File: config.mk
export PLATFORM = sky130hd
export DESIGN_NAME = ps2_kbd_ctrl_flat
export DESIGN_NICKNAME = d
export VERILOG_FILES = /design/src/rtl/ps2_kbd_pkg.sv /design/src/rtl/ps2_kbd_ctrl_if.sv /design/src/rtl/ps2_evt_fifo.sv /design/src/rtl/ps2_kbd_ctrl.sv /design/src/flat_wrapper.sv
export SDC_FILE = /design/constraint.sdc
export NUM_CORES = 1
export LEC_CHECK = 0
export BUFFER_PORTS_ARGS = -buffer_cell sky130_fd_sc_hd__buf_2
export CORE_MARGIN = 3
export CORE_UTILIZATION = 35
export DETAILED_ROUTE_END_ITERATION = 6
export SLEW_MARGIN = 10
export SYNTH_ARGS = -nofsm -noshare
export SYNTH_HDL_FRONTEND = slang
export SYNTH_SLANG_ARGS = --single-unit
File: constraint.sdc
create_clock -name clk -period 2.9 [get_ports clk]
set_input_delay 0.58 -clock clk [delete_from_list [all_inputs] [get_ports clk]]
set_output_delay 0.58 -clock clk [all_outputs]
set_load 0.02 [all_outputs]
File: src/rtl/ps2_kbd_pkg.sv
// Shared types and constants for the PS/2 set-2 scan-code sequencer.
package ps2_kbd_pkg;

  typedef enum logic [1:0] {
    ST_IDLE    = 2'd0,
    ST_EXT     = 2'd1,
    ST_BRK     = 2'd2,
    ST_EXT_BRK = 2'd3
  } ps2_state_e;

  localparam logic [7:0] PS2_PFX_EXT = 8'hE0;
  localparam logic [7:0] PS2_PFX_BRK = 8'hF0;

  localparam int CODE_W      = 8;
  localparam int EVT_W       = 10;
  localparam int EVT_EXT_BIT = 9;
  localparam int EVT_BRK_BIT = 8;

  function automatic logic [EVT_W-1:0] pack_evt(input logic ext, input logic brk,
                                                 input logic [CODE_W-1:0] code);
    return {ext, brk, code};
  endfunction

endpackage

File: src/rtl/ps2_kbd_ctrl_if.sv
// Byte-in / event-out bus of the scan-code sequencer. Events use valid/ready:
// a transfer happens on a cycle where evt_valid and evt_ready are both high.
interface ps2_kbd_ctrl_if;
  logic       rx_valid;
  logic [7:0] rx_data;
  logic       rx_err;
  logic       evt_valid;
  logic [9:0] evt_data;
  logic       evt_ready;

  modport master (output rx_valid, rx_data, rx_err, evt_ready,
                  input  evt_valid, evt_data);
  modport slave  (input  rx_valid, rx_data, rx_err, evt_ready,
                  output evt_valid, evt_data);
endinterface

File: src/rtl/ps2_evt_fifo.sv
// Synchronous event FIFO; head is read straight from the storage registers.
module ps2_evt_fifo #(
  parameter int DEPTH = 8,
  parameter int W     = 10
) (
  input  logic         clk,
  input  logic         reset,
  input  logic         push_i,
  input  logic [W-1:0] data_i,
  input  logic         pop_i,
  output logic [W-1:0] head_o,
  output logic         full_o,
  output logic         empty_o
);
  localparam int AW = $clog2(DEPTH);

  logic [AW:0]  wr_q, rd_q;
  logic [W-1:0] mem_q [DEPTH];
  logic         do_push, do_pop;

  assign empty_o = (wr_q == rd_q);
  assign full_o  = (wr_q[AW] != rd_q[AW]) && (wr_q[AW-1:0] == rd_q[AW-1:0]);
  assign do_pop  = pop_i && !empty_o;
  // A pop in the same cycle frees a slot, so a push into a full FIFO still lands.
  assign do_push = push_i && (!full_o || do_pop);
  assign head_o  = mem_q[rd_q[AW-1:0]];

  always_ff @(posedge clk) begin
    if (reset) begin
      wr_q <= '0;
      rd_q <= '0;
      for (int i = 0; i < DEPTH; i++) mem_q[i] <= '0;
    end else begin
      if (do_push) begin
        mem_q[wr_q[AW-1:0]] <= data_i;
        wr_q <= wr_q + 1'b1;
      end
      if (do_pop) rd_q <= rd_q + 1'b1;
    end
  end
endmodule

File: src/rtl/ps2_kbd_ctrl.sv
// PS/2 set-2 prefix sequencer with event FIFO, held-key tracking and counters.
// Optional build macro PS2_TYPEMATIC_FILTER_EN drops auto-repeat makes of the held key.
module ps2_kbd_ctrl
  import ps2_kbd_pkg::*;
#(
  parameter int DEPTH       = 8,
  parameter int TIMEOUT_CYC = 1000000
) (
  input  logic                 clk,
  input  logic                 reset,
  ps2_kbd_ctrl_if.slave        bus,
  output logic                 key_down,
  output logic [8:0]           key_code,
  output logic [7:0]           press_cnt,
  output logic [7:0]           err_cnt,
  output logic                 ovf,
  input  logic                 ovf_clr,
  output ps2_state_e           fsm_state
);
  localparam int TW = $clog2(TIMEOUT_CYC + 1);
  localparam logic [TW-1:0] TO_LAST = TW'(TIMEOUT_CYC - 1);

  ps2_state_e  state_q, state_d;
  logic [TW-1:0] to_q, to_d;
  logic        key_down_q, key_down_d;
  logic [8:0]  key_code_q, key_code_d;
  logic [7:0]  press_q, press_d, err_q, err_d;
  logic        ovf_q, ovf_d;
  logic        good, is_ext, is_brk, emit, ev_ext, ev_brk, suppress, push, pop;
  logic        fifo_full, fifo_empty;
  logic [8:0]  ev_code;

  assign good   = bus.rx_valid && !bus.rx_err;
  assign is_ext = (bus.rx_data == PS2_PFX_EXT);
  assign is_brk = (bus.rx_data == PS2_PFX_BRK);

  always_comb begin
    state_d = state_q;
    emit    = 1'b0;
    ev_ext  = 1'b0;
    ev_brk  = 1'b0;
    if (bus.rx_valid && bus.rx_err) begin
      state_d = ST_IDLE;
    end else if (good) begin
      case (state_q)
        ST_IDLE: begin
          if (is_ext)      state_d = ST_EXT;
          else if (is_brk) state_d = ST_BRK;
          else             emit    = 1'b1;
        end
        ST_EXT: begin
          if (is_brk)      state_d = ST_EXT_BRK;
          else if (!is_ext) begin
            emit = 1'b1; ev_ext = 1'b1; state_d = ST_IDLE;
          end
        end
        ST_BRK: begin
          if (is_ext)      state_d = ST_EXT_BRK;
          else if (!is_brk) begin
            emit = 1'b1; ev_brk = 1'b1; state_d = ST_IDLE;
          end
        end
        ST_EXT_BRK: begin
          if (!is_ext && !is_brk) begin
            emit = 1'b1; ev_ext = 1'b1; ev_brk = 1'b1; state_d = ST_IDLE;
          end
        end
      endcase
    end else if (state_q != ST_IDLE && to_q == TO_LAST) begin
      state_d = ST_IDLE;
    end
  end

  // Prefix-abandon timer only runs while a prefix is pending.
  assign to_d = (bus.rx_valid || state_d == ST_IDLE) ? '0 : to_q + TW'(1);

  assign ev_code = {ev_ext, bus.rx_data};
`ifdef PS2_TYPEMATIC_FILTER_EN
  assign suppress = !ev_brk && key_down_q && (ev_code == key_code_q);
`else
  assign suppress = 1'b0;
`endif
  assign push = emit && !suppress;
  assign pop  = bus.evt_valid && bus.evt_ready;

  always_comb begin
    key_down_d = key_down_q;
    key_code_d = key_code_q;
    press_d    = press_q;
    err_d      = err_q;
    ovf_d      = ovf_q;
    if (push && !ev_brk) begin
      key_down_d = 1'b1;
      key_code_d = ev_code;
      press_d    = press_q + 8'd1;
    end else if (push && ev_brk && ev_code == key_code_q) begin
      key_down_d = 1'b0;
    end
    if (bus.rx_valid && bus.rx_err && err_q != 8'hFF) err_d = err_q + 8'd1;
    if (push && fifo_full && !pop) ovf_d = 1'b1;
    else if (ovf_clr)              ovf_d = 1'b0;
  end

  always_ff @(posedge clk) begin
    if (reset) begin
      state_q    <= ST_IDLE;
      to_q       <= '0;
      key_down_q <= 1'b0;
      key_code_q <= '0;
      press_q    <= '0;
      err_q      <= '0;
      ovf_q      <= 1'b0;
    end else begin
      state_q    <= state_d;
      to_q       <= to_d;
      key_down_q <= key_down_d;
      key_code_q <= key_code_d;
      press_q    <= press_d;
      err_q      <= err_d;
      ovf_q      <= ovf_d;
    end
  end

  ps2_evt_fifo #(.DEPTH(DEPTH), .W(EVT_W)) u_fifo (
    .clk     (clk),
    .reset   (reset),
    .push_i  (push),
    .data_i  (pack_evt(ev_ext, ev_brk, bus.rx_data)),
    .pop_i   (pop),
    .head_o  (bus.evt_data),
    .full_o  (fifo_full),
    .empty_o (fifo_empty)
  );

  assign bus.evt_valid = !fifo_empty;
  assign key_down      = key_down_q;
  assign key_code      = key_code_q;
  assign press_cnt     = press_q;
  assign err_cnt       = err_q;
  assign ovf           = ovf_q;
  assign fsm_state     = state_q;
endmodule

File: src/flat_wrapper.sv
// flat-port wrapper written by rule: the top's interface ports become plain ports
module ps2_kbd_ctrl_flat import ps2_kbd_pkg::*;
#(
  parameter int DEPTH       = 8,
  parameter int TIMEOUT_CYC = 1000000
)
  (clk, reset, key_down, key_code, press_cnt, err_cnt, ovf, ovf_clr, fsm_state, bus_rx_valid, bus_rx_data, bus_rx_err, bus_evt_ready, bus_evt_valid, bus_evt_data);
  ps2_kbd_ctrl_if bus_i ();
  input  logic clk;
  input  logic reset;
  output logic key_down;
  output logic [8:0] key_code;
  output logic [7:0] press_cnt;
  output logic [7:0] err_cnt;
  output logic ovf;
  input  logic ovf_clr;
  output ps2_state_e fsm_state;
  input wire logic [$bits(bus_i.rx_valid)-1:0] bus_rx_valid;
  input wire logic [$bits(bus_i.rx_data)-1:0] bus_rx_data;
  input wire logic [$bits(bus_i.rx_err)-1:0] bus_rx_err;
  input wire logic [$bits(bus_i.evt_ready)-1:0] bus_evt_ready;
  output wire logic [$bits(bus_i.evt_valid)-1:0] bus_evt_valid;
  output wire logic [$bits(bus_i.evt_data)-1:0] bus_evt_data;
  assign bus_i.rx_valid = bus_rx_valid;
  assign bus_i.rx_data = bus_rx_data;
  assign bus_i.rx_err = bus_rx_err;
  assign bus_i.evt_ready = bus_evt_ready;
  assign bus_evt_valid = bus_i.evt_valid;
  assign bus_evt_data = bus_i.evt_data;
  ps2_kbd_ctrl #(.DEPTH(DEPTH), .TIMEOUT_CYC(TIMEOUT_CYC)) u_core (.clk(clk), .reset(reset), .bus(bus_i), .key_down(key_down), .key_code(key_code), .press_cnt(press_cnt), .err_cnt(err_cnt), .ovf(ovf), .ovf_clr(ovf_clr), .fsm_state(fsm_state));
endmodule
==> impl_summary.md <==
Min path
The class of the tightest hold or removal check is reg2reg. The worst hold path begins at u_core.key_code[3]. Counting instances, the worst hold path has a depth of 2. The worst-case hold path end point is u_core.key_code[3].

Floorplan
The area of the core is 0.0182 mm^2. The die covers about 0.020 mm^2. The row count is 49.

From bottom edge to top edge, the die measures between 100 and 150 um. The initial standard-cell utilization of the core is a little over a third. The floorplan die width is about 140 um. The number of primary I/O pins is 54.

Synthesis
Yosys mapped a number of flops with a built-in enable equal to 80. The top cell type by total area after synthesis is edfxtp_1. The number of nets in the synthesized netlist is between 500 and 600. The gate count of the mapped netlist is 564. The post-synthesis cell type count is between 40 and 50. Dividing the synthesized area by the synthesized cell count gives between 10 and 15 um^2. The number of synthesized register bits is 140. The dominant synthesized flop cell is edfxtp_1. The share of the Yosys chip area taken by registers is 54.9%. The number of warnings reported in the yosys synthesis log is 0. After synthesis, the most frequently instantiated cells are edfxtp_1 (80), and2_1 (72), dfxtp_1 (60). In the synthesized netlist the async set-or-reset flop fraction comes to 0%. Yosys attributes the largest share of cell area to edfxtp_1 (37%), dfxtp_1 (18%), and2_1 (6.9%). The most used standard cell by instance count after synthesis is edfxtp_1.

The area share of the leading cell type in the synthesized netlist is between 30 and 40%. The post-synthesis cell area is around 0.0066 mm^2.

Run
The number of max-capacitance violations reported is 0.

STA
The total count of hold-check failures in the final report is 0. Setup repair after global routing left no endpoint under its margin. The achievable frequency is between 300 and 400 MHz. The count of final max-slew check failures is 0. Headroom to the max-slew limit came out at between 40% and 50%. The slew at the pin with the worst max-slew slack is 0.830 ns. Subtracting the final worst setup slack from the clock period gives 2.69 ns. The total negative slack is 0 ns. In the finished design, the share of the clock period the worst path needs comes to between 90% and 100%. The count of endpoints failing setup in the final report is 0. The maximum clock skew at final layout is a little over 0.006 ns.

Worst setup path
The standard cell with the maximum stage delay on the critical path is mux4_2. At the worst endpoint, the required time is 2.32 ns. The capturing point of the worst reg2reg path is u_core.u_fifo.mem_q[6][9]. Grouping stages by cell kind, the critical path spends the most delay in multiplexers.

The setup path with the least slack is of type reg2out. The launch point of the worst reg-to-reg path is u_core.u_fifo.wr_q[0]. In this run the register-to-register setup slack is roughly 0.67 ns. The number of cells traversed by the worst register-to-register path is 4. The kind of launch point of the worst setup path is a flip-flop.

Data on the critical path arrives at its endpoint at between 2 and 2.5 ns. The worst stage delay on the critical path is ~0.57 ns. The worst setup path is captured at an output port. The signal on the critical path passes through buf_4 > mux4_2 > mux2_2 > buf_2. Together, buffers and inverters on the worst path number 2.

The worst-path maximum fanout is 20.

Pwr
VDD sags by at most 0.000461 V. In this run the static leakage power is about 2.8 nW. In this run the power density over the cells is 615 mW/mm^2.

GRT
The via count of the first global-routing pass is around 4400. The global-route congestion overflow total is 0. The initial antenna violation count is 0. Entering global routing, the biggest net connects 22 pins. The global routing usage summed across all routing layers is between 10% and 20%.

The first-pass GRT wire length is about 24 mm.

Final layout
The share of cells above drive strength 1 is about a quarter. The post-layout net count is 640. Compared with the post-synthesis result, the final layout area differs by 17.3%. The total inserted antenna cells is 0. The count of cells in the finished layout, fillers not included, comes to 863.

Outcome
The run finished with clean final reports.

Detailed routing
The antenna violation net count after detailed routing is 0. The DRC violation count after routing is 0. The aggregate routed wire length is roughly 15 mm. In the routed layout, each cell is associated on average with a via count of 5.17. The number of DRC markers after the initial detailed-route iteration is between 200 and 300. The number of vias after detailed routing is ~4500. Dividing the detail-routed wire length by the instance count gives 17.3 um. The number of detailed-routing iterations run before antenna repair is 4.

Place
The routability congestion estimate is 0.829. In this run the tool buffered the top-level ports with between 50 and 60 buffer cells. The instance count after placement with tap cells included is just over 800.

The sum of net half-perimeters after detailed placement is between 10 and 15 mm.

CTS
The post-CTS setup repair buffer count is 0. Clock latency on the worst-skew pair, taken at its later pin, is 0.42 ns. The total clock sinks is 140. After clock tree synthesis, the clock-pin slew on the worst setup and hold paths is 0.06 ns. The root buffer cell chosen for the clock tree is clkbuf_16. No sink is reached through more buffers than the 2 on the longest clock path.

In this run, CTS created clock tree buffers numbering 17. The maximum level of the CTS H-tree is 4. The CTS tree is done. The number of cells upsized or downsized after cts is 0.

The number of hold buffers added after CTS was 0.
==> final cells by class <==
type | instances | area, um^2
clock buffer | 19 | 433
multi-input combinational | 371 | 2750
timing repair buffer | 77 | 445
inverter | 14 | 52.6
fill | 1659 | 10500
sequential | 140 | 3600
clock inverter | 13 | 125
tap | 229 | 287
==> cell usage in the layout, fill, tap and decap left out, drive strengths merged, types with 3 or more instances in the layout <==
master / instances
mux2i: 3
nand3: 14
nand4: 10
and2: 72
a211oi: 10
clkinv: 9
nor4: 5
inv: 15
buf: 77
a2111oi: 8
nor3: 20
clkbuf: 19
o31ai: 5
mux2: 15
ha: 5
edfxtp: 80
and3: 11
dfxtp: 60
nand2b: 4
or2: 9
or4: 6
a21oi: 25
xnor2: 25
o211ai: 3
or3: 10
xor2: 6
o21ai: 12
nor2b: 5
mux4: 20
nor2: 20
nand2: 34
==> tightest hold or removal path: stages (launching register included) <==
cell     delay [ns]
dfxtp_1        0.33
nand2_1        0.06
a21oi_1        0.05
==> metal layers <==
metal | wire, um | GRT usage (%) | vias up
li1 | - | - | 2182
met1 | 6450 | 19.8 | 2165
met2 | 7500 | 24.9 | 105
met3 | 898 | 4.52 | 9
met4 | 97 | 4.30 | 0
met5 | 0 | 0 | -
==> worst max-delay path by stage <==
stage                               from                   endpoint  slack, ns  cells after the start
after global placement      bus_rx_valid  u_core.u_fifo.mem_q[4][4]       0.42                      6
after detailed placement    bus_rx_valid  u_core.u_fifo.mem_q[6][4]       0.35                      6
after global routing           flip-flop            bus_evt_data[2]        0.1                      4
final                          flip-flop            bus_evt_data[8]       0.21                      4
after CTS                      flip-flop            bus_evt_data[8]       0.14                      4
after floorplan           bus_rx_data[0]  u_core.u_fifo.mem_q[0][0]       0.58                      6
==> stage by stage <==
step                      area [um^2]  setup WS [ns]  util (%)  hold slack [ns]  total power, mW
final                            7700          0.206      42.3            0.484             4.73
after global routing             7700         0.0994      42.3            0.502             4.91
after CTS                        7700          0.144      42.3            0.461             4.79
after detailed placement         7140          0.351      39.2            0.474             2.74
after global placement           7140          0.421      39.2            0.470             2.73
after floorplan                  6560          0.584         -            0.457             2.58
==> kinds of logic (layout without fill, tap and decap cells) <==
kind of cell | after synthesis | after routing | synth area share, %
DFF | 140 | 140 | 54.9
and+or+nand+nor | 227 | 227 | 19.8
muxes | 38 | 38 | 9.90
adders and majority gates | 5 | 5 | 0.953
AOI/OAI and AO/OA | 70 | 70 | 7.04
buffers and inverters | 53 | 123 | 3.26
xor gates and xnor gates | 31 | 31 | 4.14
==> power breakdown <==
group	leakage, nW	total (mW)	internal (mW)	switching, mW
sequential	1.31	2.20	2.16	0.0401
clock	0.273	2.04	1.25	0.790
combinational	1.22	0.489	0.206	0.283
total	2.81	4.73	3.62	1.11
==> sequential cells by signal, indices dropped and copies added, names as in the netlist, named ones only <==
name,flops
u_core.press_cnt,8
u_core.key_code,9
u_core.fsm_state,2
u_core.u_fifo.rd_q,4
u_core.to_q,20
u_core.ovf,1
u_core.u_fifo.wr_q,4
u_core.u_fifo.mem_q,80
u_core.err_cnt,8
u_core.key_down,1
Power figures use the tool's default switching activity.
